--- src/rtl/adc_dupla_rampa.sv ---
// Dual-slope ADC controller: auto-zero / integrate / de-integrate sequencing plus an N-digit BCD counter.
// Optional seven-segment result decode on port sgm when ADC_SGM_EN is defined.
module adc_dupla_rampa #(
    parameter int unsigned DIGITS      = 3,
    parameter int unsigned ZERO_CYCLES = 16
) (
    input  logic                  ck,
    input  logic                  rst,
    input  logic                  inicio,
    input  logic                  continuo,
    input  logic                  Vint_z,
    input  logic                  comp_pos,
    output logic                  ch_zr,
    output logic                  ch_vm,
    output logic                  ch_ref_p,
    output logic                  ch_ref_n,
    output logic [4*DIGITS-1:0]   resultado,
    output logic                  sinal,
    output logic                  sobrefaixa,
    output logic                  valido,
    output logic                  ocupado
`ifdef ADC_SGM_EN
    ,
    output logic [7*DIGITS-1:0]   sgm
`endif
);

    localparam int unsigned ZW = $clog2(ZERO_CYCLES + 1);

    typedef enum logic [2:0] {OCIOSO, ZERA, INTEGRA, DESINTEGRA, CARREGA} state_t;

    function automatic logic [4*DIGITS-1:0] all_nines();
        logic [4*DIGITS-1:0] r;
        r = '0;
        for (int unsigned i = 0; i < DIGITS; i++) r[4*i +: 4] = 4'd9;
        return r;
    endfunction

    localparam logic [4*DIGITS-1:0] NINES = all_nines();

    function automatic logic [4*DIGITS-1:0] bcd_inc(input logic [4*DIGITS-1:0] v);
        logic [4*DIGITS-1:0] r;
        logic                carry;
        r     = v;
        carry = 1'b1;
        for (int unsigned i = 0; i < DIGITS; i++) begin
            if (carry) begin
                if (r[4*i +: 4] == 4'd9) begin
                    r[4*i +: 4] = 4'd0;
                end else begin
                    r[4*i +: 4] = r[4*i +: 4] + 4'd1;
                    carry       = 1'b0;
                end
            end
        end
        return r;
    endfunction

`ifdef ADC_SGM_EN
    function automatic logic [6:0] seg7(input logic [3:0] d);
        case (d)
            4'd0:    seg7 = 7'h3F;
            4'd1:    seg7 = 7'h06;
            4'd2:    seg7 = 7'h5B;
            4'd3:    seg7 = 7'h4F;
            4'd4:    seg7 = 7'h66;
            4'd5:    seg7 = 7'h6D;
            4'd6:    seg7 = 7'h7D;
            4'd7:    seg7 = 7'h07;
            4'd8:    seg7 = 7'h7F;
            4'd9:    seg7 = 7'h6F;
            default: seg7 = 7'h00;
        endcase
    endfunction

    function automatic logic [7*DIGITS-1:0] sgm_of(input logic [4*DIGITS-1:0] v, input logic ovr);
        logic [7*DIGITS-1:0] r;
        r = '0;
        for (int unsigned i = 0; i < DIGITS; i++) r[7*i +: 7] = ovr ? 7'h40 : seg7(v[4*i +: 4]);
        return r;
    endfunction
`endif

    state_t              state;
    logic [4*DIGITS-1:0] count;
    logic [ZW-1:0]       zcnt;
    logic                pol;

    always_ff @(posedge ck) begin
        if (rst) begin
            state      <= OCIOSO;
            count      <= '0;
            zcnt       <= '0;
            pol        <= 1'b0;
            ch_zr      <= 1'b1;
            ch_vm      <= 1'b0;
            ch_ref_p   <= 1'b0;
            ch_ref_n   <= 1'b0;
            resultado  <= '0;
            sinal      <= 1'b0;
            sobrefaixa <= 1'b0;
            valido     <= 1'b0;
            ocupado    <= 1'b0;
`ifdef ADC_SGM_EN
            sgm        <= '0;
`endif
        end else begin
            valido <= 1'b0;
            case (state)
                OCIOSO: begin
                    if (inicio) begin
                        state   <= ZERA;
                        zcnt    <= '0;
                        ocupado <= 1'b1;
                    end
                end
                ZERA: begin
                    if (zcnt == ZW'(ZERO_CYCLES - 1)) begin
                        state <= INTEGRA;
                        count <= '0;
                        ch_zr <= 1'b0;
                        ch_vm <= 1'b1;
                    end else begin
                        zcnt <= zcnt + ZW'(1);
                    end
                end
                INTEGRA: begin
                    count <= bcd_inc(count);
                    if (count == NINES) begin
                        state    <= DESINTEGRA;
                        pol      <= comp_pos;
                        ch_vm    <= 1'b0;
                        ch_ref_n <= comp_pos;
                        ch_ref_p <= ~comp_pos;
                    end
                end
                DESINTEGRA: begin
                    count <= bcd_inc(count);
                    // On the overrange exit count is already all-9s, so count is the result in both cases
                    if (Vint_z || count == NINES) begin
                        state      <= CARREGA;
                        resultado  <= count;
                        sobrefaixa <= ~Vint_z;
                        sinal      <= ~pol;
                        valido     <= 1'b1;
                        ch_ref_p   <= 1'b0;
                        ch_ref_n   <= 1'b0;
                        ch_zr      <= 1'b1;
`ifdef ADC_SGM_EN
                        sgm        <= sgm_of(count, ~Vint_z);
`endif
                    end
                end
                CARREGA: begin
                    zcnt <= '0;
                    if (continuo) begin
                        state <= ZERA;
                    end else begin
                        state   <= OCIOSO;
                        ocupado <= 1'b0;
                    end
                end
                default: begin
                    state    <= OCIOSO;
                    ch_zr    <= 1'b1;
                    ch_vm    <= 1'b0;
                    ch_ref_p <= 1'b0;
                    ch_ref_n <= 1'b0;
                    ocupado  <= 1'b0;
                end
            endcase
        end
    end

endmodule
--- config.mk ---
export PLATFORM = sky130hd
export DESIGN_NAME = adc_dupla_rampa
export DESIGN_NICKNAME = d
export VERILOG_FILES = /design/src/rtl/adc_dupla_rampa.sv
export SDC_FILE = /design/constraint.sdc
export NUM_CORES = 1
export LEC_CHECK = 0
export CAP_MARGIN = 10
export CORE_MARGIN = 5
export CORE_UTILIZATION = 39
export CTS_BUF_LIST = sky130_fd_sc_hd__clkbuf_4 sky130_fd_sc_hd__clkbuf_8
export DETAILED_ROUTE_END_ITERATION = 10
export SLEW_MARGIN = 30
export SYNTH_ARGS = -nofsm -noshare
export SYNTH_HDL_FRONTEND = slang
export SYNTH_SLANG_ARGS = --single-unit
--- constraint.sdc ---
create_clock -name ck -period 3.47 [get_ports ck]
set_clock_uncertainty 0.15 [all_clocks]
set_input_delay 0.694 -clock ck [delete_from_list [all_inputs] [get_ports ck]]
set_output_delay 0.694 -clock ck [all_outputs]
set_load 0.005 [all_outputs]
### After elaboration in Yosys (flattened, before gate mapping)

Cells that the tools add are included.

| word-level totals | value |
|---|---|
| register bits | 41 |
| bits in latches | 0 |
| RAM bits | 0 |
| bits in read-only memories | 0 |
| output and inout port bits | 20 |
| word-level logic and storage cells | 111 |
| memories | 0 |

| operators by class | value |
|---|---|
| add/sub/neg operators | 4 |
| $mul | 0 |
| divide/modulo/power cells | 0 |
| order comparisons | 0 |
| eq/ne operators | 19 |
| shift operators | 0 |
| multiplexer cells | 45 |
| bitwise logic cells | 8 |
| reduce and logical (&&, ||, !) cells | 20 |

Operator list:

| operator | number |
|---|---|
| one-hot mux 12 bit (3 select lines) | 1 |
| 2-to-1 mux 4 bit | 7 |
| 2-to-1 mux 1 bit | 23 |
| != test 2 bit, second input constant | 10 |
| one-hot mux 1 bit (3 select lines) | 5 |
| one-hot mux 3 bit (5 select lines) | 1 |
| one-hot mux 5 bit (3 select lines) | 1 |
| AND reduction 3 bit | 5 |
| adder 4 x 1 -> 4 bit, second input constant | 3 |
| equality test 12 bit, second input constant | 1 |
| equality test 4 bit, second input constant | 3 |
| 2-to-1 mux 12 bit | 1 |
| 2-to-1 mux 3 bit | 4 |
| AND reduction 4 bit | 3 |
| OR reduction 3 bit | 4 |
| 2-to-1 mux 5 bit | 2 |
| inverter 1 bit | 8 |
| equality test 3 x 2 -> 1 bit, second input constant | 2 |
| AND reduction 2 bit | 3 |
| nonzero test 3 bit | 2 |
| adder 5 x 1 -> 5 bit, second input constant | 1 |
| equality test 5 x 4 -> 1 bit, second input constant | 1 |
| equality test 3 x 1 -> 1 bit, second input constant | 1 |
| equality test 3 bit, second input constant | 1 |
| other kinds (3) | 3 |

### Logic depth before layout (Yosys ltp)

Gate-level depths: netlist of the first run.

| logic depth | value |
|---|---|
| depth after elaboration | 9 |
| mapped depth | 8 |
| gate-level depth less buffers | 7 |

### Least setup slack after synthesis of the first run

Ideal clock, no wire load.

| path | value |
|---|---|
| path type | reg2reg |
| from | reg zcnt[0] |
| to | reg count[7] |
| arrival time | 1.899 ns |
| required time | 3.249 ns |
| setup slack | 1.350 ns |
| cell stages (with the launch flop) | 8 |
| path buffers | 0 |
| clock period less this slack | 2.120 ns |
| path through | dfxtp_1 -> ha_1 -> and3_1 -> ha_1 -> a21oi_2 -> a211o_1 -> or4_1 -> a21oi_1 |

| on the way | value |
|---|---|
| longest elaborated chain between the ends | 3 |

RTL lines:

| what | RTL line | text |
|---|---|---|
| start: declaration | 86 | `logic [ZW-1:0] zcnt;` |
| start signal: assignment | 124 | `zcnt <= zcnt + ZW'(1);` |
| equality test 5 x 4 -> 1 bit | 118 | `if (zcnt == ZW'(ZERO_CYCLES - 1)) begin` |
| != test 2 bit (no source line) | n/a |  |
| AND reduction 4 bit (no source line) | n/a |  |
| end signal: assignment | 128 | `count <= bcd_inc(count);` |
| end signal: assignment | 138 | `count <= bcd_inc(count);` |
| end: declaration | 85 | `logic [4*DIGITS-1:0] count;` |

No other way between the ends.
A chain may end at the register's enable or synchronous reset.

### Worst setup path after layout of the first run

| path | value |
|---|---|
| from | reg zcnt[1] |
| to | reg count[6] |

The elaborated chain is that of the path after synthesis.

==> run metrics, run 1 <==
P_sw=192 uW; Synth Area in Adders=4.74%; status=completed; share of cells above drive strength 1=7.11%; DR top layer=met4; TritonCTS clock tree=built; prevailing post-synth register cell=dfxtp_1; reg2reg setup slack=1.10 ns; Max Slew Vio Count=0; CP Cell Sequence=ha_1 > and3_1 > ha_1 > a21oi_2 > a211o_1 > or4_1 > a21oi_1; hold buffers post-CTS=0; Crit path max-delay family=simple AND/OR/NAND/NOR gates; Synth Area in Compound Gates=15.9%; Worst Path Max Fanout=8; WHS=0.323 ns; Bufs and invs on worst path=0; CTS Buf Count=5; CTS resizes=0; sw frac=22.2%; RSZ-0062 raised after global routing=false; TritonRoute pass-1 iters=4; max_cap viols=0; post-synthesis xor/xnor area fraction=0.830%; wire length on met3=193 um; Distinct cells, synth=50; Worst EP arrival=2.45 ns; DP Cell Count=315; die area=6980 um2; pwr/cell area=351 nW/um2; final non-filler cell total=323; cell mode on critical path=ha_1; min Tclk post-route=2.37 ns; H-tree depth=2; main combinational cell family by area after synthesis=simple AND/OR/NAND/NOR gates; Boundary Pins=26; # Post-CTS Setup Buffers=0; EDFF count, synth=0; Vias/cell=5.28; Synth Instances=235; Iteration-0 DRC Markers=122; Hold EP=ch_ref_n; Die Y=83.6 um; initial antenna violation count=0; vias after detailed routing=1,705; clk sinks=41; Worst path slowest cell=or4_1; Clock Power Share=39.8%; Register-to-Register Path Depth=7; Worst-Margin Slew=0.723 ns; DR WL/cell=13.2 um; total track usage=12.8%; number of diodes=0; Simple-Gate Fraction of Synth Area=26.1%; f_max=0.421 GHz; total wire length=4260 um; grt ovf=0; Yosys reg bits=41; critical path required time=3.54 ns; Syn Nets=249; maximum vdd drop=140 uV; global-route wire length before repair=7490 um; multi-input logic area=1150 um2; Hold Violations, Final=0; kind of critical path=reg -> reg; CP Launch Type=flip-flop; CP endpoint kind=flip-flop; HPWL Detailed=2920 um; CORE AREA=5170 um2; leakage power=0.823 nW; Gate power share=5.0%; proportion of synthesized area in mux cells=7.17%; nets@finish=266; met2 wire len=1880 um; later-pin clock latency in the skew report=0.29 ns; cell area after synthesis=2110 um2; IO buf count=25; Hold Crit Depth=1; vias in the first global route=1,645; antenna violation net count after detailed routing=0; Max transition margin=51.7%; clock root cell=clkbuf_8; P_int=674 uW; post-synthesis sequential area ratio=38.9%; reg2reg end=count[6]; Area Growth Syn to Fin=16.9%; Yosys warnings=0; HP Start=ch_ref_n; row cnt=26; worst hold path class=reg -> reg; largest net degree at the start of global routing=55; async set-or-reset flop fraction in the synthesized netlist=0%; setup violators final=0; GPL Wtd Cong=0.747; Bufs on Longest Clock Path=2; DRC viols=0; slowest stage delay, CP=0.48 ns; setup_tns=0 ns; Die Span X=83.6 um; Fillers=513; Register Area=821 um2; sequential share of power=55.2%; Post-Syn Area per Cell=8.98 um2; initial core utilization=40.8%; Metal-1 WL=2120 um; Total Power=866 uW; Critical R2R Launch=zcnt[1]; Reg clk slew, reported paths=0.08 ns; Tcrit/Tclk final=68.4%
-- state kept, by name (all words and copies together), names as in the netlist --
signal,count
valido,1
ch_zr,1
ch_ref_n,1
ch_vm,1
zcnt,5
resultado,12
state,3
sinal,1
pol,1
sobrefaixa,1
ch_ref_p,1
ocupado,1
count,12
-- synthesized netlist by cell type (all sizes together), types with 2 or more instances --
library cell,count,area share (%)
nand4b,2,0.83
or4b,2,0.95
nor2,15,2.7
nand2b,28,8.7
buf,8,3.0
and3b,3,1.2
nor3,8,2.1
or4,2,0.71
a21o,2,0.71
mux2i,14,6.6
o2bb2ai,2,0.83
ha,8,4.7
a31oi,3,1.6
or3,2,0.59
a211oi,5,1.8
a21oi,19,4.7
o21ai,7,1.7
nand2,3,0.53
or2,2,0.59
nand3b,2,0.71
inv,10,1.8
nor4,6,1.8
clkbuf,9,1.6
o31ai,2,0.71
and3,2,0.59
xnor2,2,0.83
nor2b,3,0.89
nand3,9,2.1
dfxtp,41,39
-- kinds of logic (layout without fill, tap and decap cells) --
family          Yosys count  after routing
compound gates           50             50
xor+xnor                  2              2
fa+ha+maj                 8              8
buf+inv                  27             45
flops                    41             41
mux                      15             15
simple gates             92             92
-- area by class of cell --
cell class                      instances  share of cell area (%)
Multi-Input combinational cell        167                    46.8
Sequential cell                        41                    33.3
Timing Repair Buffer                   27                    10.8
Clock buffer                            7                    3.90
Tap cell                               70                    3.55
Inverter                               10                    1.52
Clock inverter                          1                   0.203
-- layer usage --
layer	track usage [%]	vias up
met2	19.5	34
met3	3.26	8
met1	17.2	789
met4	5.56	0
li1	-	874
met5	0	-
-- power by group through the flow --
stage	Combinational [mW]	Clock, mW	Sequential (mW)
2_1_floorplan	0.0309	0	0.487
3_3_place_gp	0.0438	0	0.489
3_5_place_dp	0.0437	0	0.489
4_1_cts	0.0438	0.356	0.478
5_1_grt	0.0490	0.377	0.479
6_report	0.0435	0.345	0.478
-- metrics by stage --
step | area [um2] | setup slack, ns | util, %
final | 2470 | 1.10 | 47.7
after global routing | 2470 | 0.965 | 47.7
after CTS | 2470 | 1.13 | 47.7
after detailed placement | 2370 | 1.04 | 45.7
after global placement | 2370 | 1.02 | 45.7
after floorplan | 2110 | 1.35 | -
-- worst max-delay path by stage --
stage	start	cells after the start	endpoint
after CTS	zcnt[0]	7	count[7]
after global placement	rst	5	count[10]
final	zcnt[1]	7	count[6]
after floorplan	zcnt[0]	7	count[7]
after detailed placement	rst	5	count[10]
after global routing	zcnt[0]	7	count[6]
-- layout by cell type, fill, tap and decap left out, types with 3 or more instances in the layout --
cell type / netlist / routed
nand2b_1: 27 / 27
nor4_1: 6 / 6
dfxtp_1: 41 / 41
nor2_1: 15 / 15
ha_1: 8 / 8
and3b_1: 3 / 3
clkbuf_8: 0 / 7
nand3_1: 9 / 9
a21oi_1: 18 / 18
nand2_1: 3 / 3
nor2b_1: 3 / 3
a211oi_1: 5 / 5
clkdlybuf4s50_1: 0 / 25
o21ai_0: 7 / 7
nor3_1: 7 / 7
mux2i_1: 14 / 14
inv_1: 10 / 10
(Power assumes the default switching activity.)
==> run 2, diff against run 1 <==
==> constraint.sdc (replaced) <==
create_clock -name ck -period 2.1 [get_ports ck]
set_clock_uncertainty 0.15 [all_clocks]
set_input_delay 0.42 -clock ck [delete_from_list [all_inputs] [get_ports ck]]
set_output_delay 0.42 -clock ck [all_outputs]
set_load 0.005 [all_outputs]
==> run 2 against run 1 <==
Clock power grew 94%. Core utilization grew 5.0 points. Power grew 78%. Sequential share of layout area shrank 3.0 points. Register-to-register slack lost 1.0 ns. Combinational power grew 93%. First-iteration DRC count shrank 36%. Largest power group unchanged. Sequential power grew 65%. Global-route usage grew 0.47 points. Fmax grew 16%. Final cell count grew 7.1%.
==> run metrics, run 2 (same netlist as run 1, synthesis figures left out) <==
status=completed (unchanged); vias after detailed routing=1,783 (was 1,705); critical path required time=2.18 ns (was 3.54 ns); CP Launch Type=flip-flop (unchanged); CP endpoint kind=flip-flop (unchanged); global-route wire length before repair=7760 um (was 7490 um); later-pin clock latency in the skew report=0.29 ns (about the same); pwr/cell area=567 nW/um2 (was 351 nW/um2); share of cells above drive strength 1=19.2% (was 7.11%); TritonCTS clock tree=built (unchanged); total wire length=4600 um (was 4260 um); biggest regs=count x12, resultado x12, zcnt x5 (unchanged); Bufs and invs on worst path=0 (unchanged); Max transition margin=71.7% (was 51.7%); WHS=0.318 ns (was 0.323 ns); number of diodes=0 (unchanged); final non-filler cell total=346 (was 323); Die Y=83.6 um (unchanged); Crit path max-delay family=simple AND/OR/NAND/NOR gates (unchanged); Worst EP arrival=2.12 ns (was 2.45 ns); DR WL/cell=13.3 um (was 13.2 um); IO buf count=25 (unchanged); Area Growth Syn to Fin=29.1% (was 16.9%); Register-to-Register Path Depth=7 (unchanged); placed cell area=2530 um2 (was 2370 um2); GPL Wtd Cong=0.787 (was 0.747); worst hold path class=reg -> reg (unchanged); reg2reg end=count[7] (was count[6]); Reg clk slew, reported paths=0.08 ns (about the same); Finished Core Util=52.7% (was 47.7%); kind of critical path=reg -> reg (unchanged); CORE AREA=5170 um2 (unchanged); Hold Violations, Final=0 (unchanged); CP Cell Sequence=ha_4 > and3_4 > ha_4 > a21oi_2 > a211o_1 > or4_1 > a21oi_1 (was ha_1 > and3_1 > ha_1 > a21oi_2 > a211o_1 > or4_1 > a21oi_1); Worst Path Max Fanout=3 (was 8); most common cell after layout, fill and taps aside=dfxtp_1 (unchanged); Setup WS post-layout=0.0586 ns (was 1.10 ns); antenna violation net count after detailed routing=0 (unchanged); Place WS=-0.0192 ns (was 1.04 ns); critical path endpoint=count[7] (was count[6]); setup_tns=0 ns (unchanged); most frequent cells in the layout=dfxtp_1, nand2b_1, clkdlybuf4s50_1 (unchanged); Critical R2R Launch=zcnt[0] (was zcnt[1]); Crit. Startpoint=zcnt[0] (was zcnt[1]); min Tclk post-route=2.04 ns (was 2.37 ns); met1 Usage GRT=16.9% (was 17.2%); Total Power=1.54 mW (was 866 uW); clk sinks=41 (unchanged); Die Span X=83.6 um (unchanged); Iteration-0 DRC Markers=78 (was 122); Bufs on Longest Clock Path=2 (unchanged); Boundary Pins=26 (unchanged); die area=6980 um2 (unchanged); TritonRoute pass-1 iters=4 (unchanged); Worst-Margin Slew=0.424 ns (was 0.723 ns); largest net degree at the start of global routing=25 (was 55); stages on the worst setup path=7 (unchanged); grt peak-use layer=met2 (unchanged); GRT met3 Usage=3.46% (was 3.26%); cell mode on critical path=ha_4 (was ha_1); grt ovf=0 (unchanged); row cnt=26 (unchanged); setup violators final=0 (unchanged); DRC viols=0 (unchanged); max_cap viols=0 (unchanged); vias in the first global route=1,687 (was 1,645); Tcrit/Tclk final=97.2% (was 68.4%); nets@finish=289 (was 266); HPWL Detailed=3290 um (was 2920 um); slowest stage delay, CP=0.47 ns (was 0.48 ns); leakage power=0.953 nW (was 0.823 nW); Worst path slowest cell=or4_1 (unchanged); Hold Crit Depth=1 (unchanged); CTS Buf Count=5 (unchanged); maximum vdd drop=332 uV (was 140 uV); initial antenna violation count=0 (unchanged); final instance area=2730 um2 (was 2470 um2); Vias/cell=5.15 (was 5.28); clock root cell=clkbuf_8 (unchanged); hold buffers post-CTS=0 (unchanged); initial core utilization=40.8% (unchanged); reg2reg setup slack=0.06 ns (was 1.10 ns); H-tree depth=2 (unchanged); Max Slew Vio Count=0 (unchanged); met2 Track Usage GR=20.5% (was 19.5%); DP Cell Count=337 (was 315); f_max=0.490 GHz (was 0.421 GHz); total track usage=13.3% (was 12.8%)
[run 2: how the worst min path moves through the flow]
stage / start / end / slack [ns]
final: ch_ref_n / ch_ref_n / 0.32
after global routing: ch_ref_n / ch_ref_n / 0.34
after CTS: ch_ref_n / ch_ref_n / 0.32
after detailed placement: ch_ref_p / ch_ref_p / 0.30
after global placement: ch_ref_p / ch_ref_p / 0.30
after floorplan: pol / pol / 0.29
[run 2: power by group]
group / total (mW) / internal (mW) / leakage, nW / switching (mW)
clock: 0.670 / 0.401 / 0.0619 / 0.270
sequential: 0.791 / 0.783 / 0.332 / 0.00813
combinational: 0.0839 / 0.0427 / 0.559 / 0.0412
total: 1.54 / 1.23 / 0.953 / 0.319
[run 2: timing repair]
item	4_1_cts	5_1_grt
gates resized for setup	0	15
pin swaps	1	5
buffers inserted	0	1
endpoints found under the setup margin	2	8
[run 2: layout make-up]
class | count | area, um2
Clock inverter | 1 | 30.0
Tap cell | 70 | 87.6
Multi-Input combinational cell | 167 | 1210
Timing Repair Buffer | 50 | 445
Inverter | 10 | 37.5
Fill cell | 471 | 2450
Sequential cell | 41 | 825
Clock buffer | 7 | 90.1
[run 2: metal layers]
layer	routed length, um	share of wire (%)
met2	2040	44
met5	0	0
met1	2240	49
met3	189	4.1
met4	133	2.9
==> run 3, diff against run 2 <==
--- a/config.mk
+++ b/config.mk
@@ -5,11 +5,11 @@
 export SDC_FILE = /design/constraint.sdc
 export NUM_CORES = 1
 export LEC_CHECK = 0
-export CAP_MARGIN = 10
 export CORE_MARGIN = 5
 export CORE_UTILIZATION = 39
 export CTS_BUF_LIST = sky130_fd_sc_hd__clkbuf_4 sky130_fd_sc_hd__clkbuf_8
 export DETAILED_ROUTE_END_ITERATION = 10
+export PLACE_DENSITY_LB_ADDON = 0.2
 export SLEW_MARGIN = 30
 export SYNTH_ARGS = -nofsm -noshare
 export SYNTH_HDL_FRONTEND = slang
==> run 3 against run 2 <==
Sequential cell count is the same. Register-to-register slack got worse by 0.03 ns. Non-clock buffer count increased by 3. Worst hold slack better by 0.0054 ns. First-iteration DRC count is 12% higher. Wire length increased by 1.3%. Sequential power about the same. Via count is 1.8% higher. Power grew 0.70%. Core utilization is 0.34 points higher. Count of clock-buffer cells in the layout unchanged. Sequential share of layout area fell by 0.24 points.
==> run metrics, run 3 (same netlist as run 1, synthesis figures left out) <==
initial antenna violation count=0 (unchanged); worst hold path class=reg -> reg (unchanged); Max transition margin=71.3% (was 71.7%); Hold Violations, Final=0 (unchanged); TritonCTS clock tree=built (unchanged); reg2reg setup slack=0.03 ns (was 0.06 ns); hold buffers post-CTS=0 (unchanged); final non-filler cell total=349 (was 346); GPL Wtd Cong=0.813 (was 0.787); f_max=0.482 GHz (was 0.490 GHz); CP Launch Type=flip-flop (unchanged); vias in the first global route=1,825 (was 1,687); total track usage=14.2% (was 13.3%); grt ovf=0 (unchanged); Bufs on Longest Clock Path=2 (unchanged); Tcrit/Tclk final=98.8% (was 97.2%); initial core utilization=40.8% (unchanged); Die Y=83.6 um (unchanged); RSZ-0062 raised after global routing=true; max_cap viols=0 (unchanged); met1 Usage GRT=19.1% (was 16.9%); CTS Buf Count=5 (unchanged); biggest regs=count x12, resultado x12, zcnt x5 (unchanged); Worst path slowest cell=dfxtp_2 (was or4_1); kind of critical path=reg -> reg (unchanged); IO buf count=25 (unchanged); Worst Path Max Fanout=5 (was 3); critical path required time=2.18 ns (about the same); Reg clk slew, reported paths=0.08 ns (about the same); maximum vdd drop=374 uV (was 332 uV); Setup WS post-layout=0.0259 ns (was 0.0586 ns); Fillers=498 (was 471); met2 Track Usage GR=21.7% (was 20.5%); Max Slew Vio Count=0 (unchanged); DP Cell Count=339 (was 337); leakage power=0.966 nW (was 0.953 nW); min Tclk post-route=2.07 ns (was 2.04 ns); DRC viols=0 (unchanged); number of diodes=0 (unchanged); nets@finish=292 (was 289); grt peak-use layer=met2 (unchanged); GRT met3 Usage=3.46% (unchanged); setup_tns=0 ns (unchanged); vias after detailed routing=1,815 (was 1,783); H-tree depth=2 (unchanged); global-route wire length before repair=8290 um (was 7760 um); Finished Core Util=53.0% (was 52.7%); later-pin clock latency in the skew report=0.30 ns (was 0.29 ns); clock root cell=clkbuf_8 (unchanged); Boundary Pins=26 (unchanged); Die Span X=83.6 um (unchanged); Worst EP arrival=2.16 ns (was 2.12 ns); CORE AREA=5170 um2 (unchanged); slowest stage delay, CP=0.36 ns (was 0.47 ns); Bufs and invs on worst path=1 (was 0); Vias/cell=5.20 (was 5.15); most frequent cells in the layout=dfxtp_1, nand2b_1, buf_4 (was dfxtp_1, nand2b_1, clkdlybuf4s50_1); die area=6980 um2 (unchanged); CP Cell Sequence=ha_4 > and3_4 > ha_4 > a21oi_2 > a211o_1 > buf_4 > or3_1 > a21oi_2 (was ha_4 > and3_4 > ha_4 > a21oi_2 > a211o_1 > or4_1 > a21oi_1); Total Power=1.56 mW (was 1.54 mW); antenna violation net count after detailed routing=0 (unchanged); row cnt=26 (unchanged); Crit path max-delay family=simple AND/OR/NAND/NOR gates (unchanged); TritonRoute pass-1 iters=4 (unchanged); DR WL/cell=13.4 um (was 13.3 um); Place WS=-0.0255 ns (was -0.0192 ns); share of cells above drive strength 1=19.7% (was 19.2%); Worst-Margin Slew=0.431 ns (was 0.424 ns); setup violators final=0 (unchanged); CP endpoint kind=flip-flop (unchanged); HPWL Detailed=3320 um (was 3290 um); Iteration-0 DRC Markers=87 (was 78); largest net degree at the start of global routing=19 (was 25); status=completed (unchanged); clk sinks=41 (unchanged); pwr/cell area=567 nW/um2 (about the same); Area Growth Syn to Fin=29.9% (was 29.1%); most common cell after layout, fill and taps aside=dfxtp_1 (unchanged); total wire length=4660 um (was 4600 um)
[run 3: cell types whose count changed in the layout (fill, tap and decap cells not counted), sizes merged]
cell	change
buf	+3
[run 3: metrics by stage]
step           area (um2)  hold slack [ns]
6_report             2740            0.323
5_1_grt              2740            0.334
4_1_cts              2680            0.323
3_5_place_dp         2550            0.300
3_3_place_gp         2550            0.303
2_1_floorplan        2110            0.294
[run 3: report_power, final]
part,internal [mW],switching [mW],leakage [nW]
clock network,0.401,0.276,0.0619
logic,0.0456,0.0442,0.573
registers,0.783,0.00656,0.332
total,1.23,0.327,0.966
[run 3: final timing paths]
path                  from        to  cells after the start
setup / recovery   zcnt[0]  count[4]                      8
hold / removal    ch_ref_n  ch_ref_n                      1
setup reg to reg   zcnt[0]  count[4]                      8
hold reg to reg   ch_ref_n  ch_ref_n                      1
[run 3: routing by layer]
| metal | part of all wire (%) | wire (um) |
|---|---|---|
| met1 | 51 | 2360 |
| met2 | 45 | 2100 |
| met3 | 3.2 | 151 |
| met4 | 1.0 | 47 |
| met5 | 0 | 0 |
[run 3: repair_timing]
| action | CTS | global route |
|---|---|---|
| gates resized for setup | 1 | 12 |
| setup buffers | 1 | 1 |
| setup endpoints to repair | 3 | 11 |
| pin swaps | 1 | 5 |
[run 3: final cells by class]
class | count | area (um2) | share of cell area, %
clock buffers | 7 | 90.1 | 3.28
clock inverters | 1 | 30.0 | 1.09
inverters | 10 | 37.5 | 1.37
multi-input cells | 167 | 1210 | 44.1
flip-flops and latches | 41 | 823 | 30.0
well taps | 70 | 87.6 | 3.19
repair buffers | 53 | 464 | 16.9
[run 3: worst reg2reg max path: stages, from the launching register on]
cell and delay (ns):
dfxtp_2 0.36, ha_4 0.14, and3_4 0.19, ha_4 0.14, a21oi_2 0.06, a211o_1 0.35, buf_4 0.16, or3_1 0.36
a21oi_2 0.12
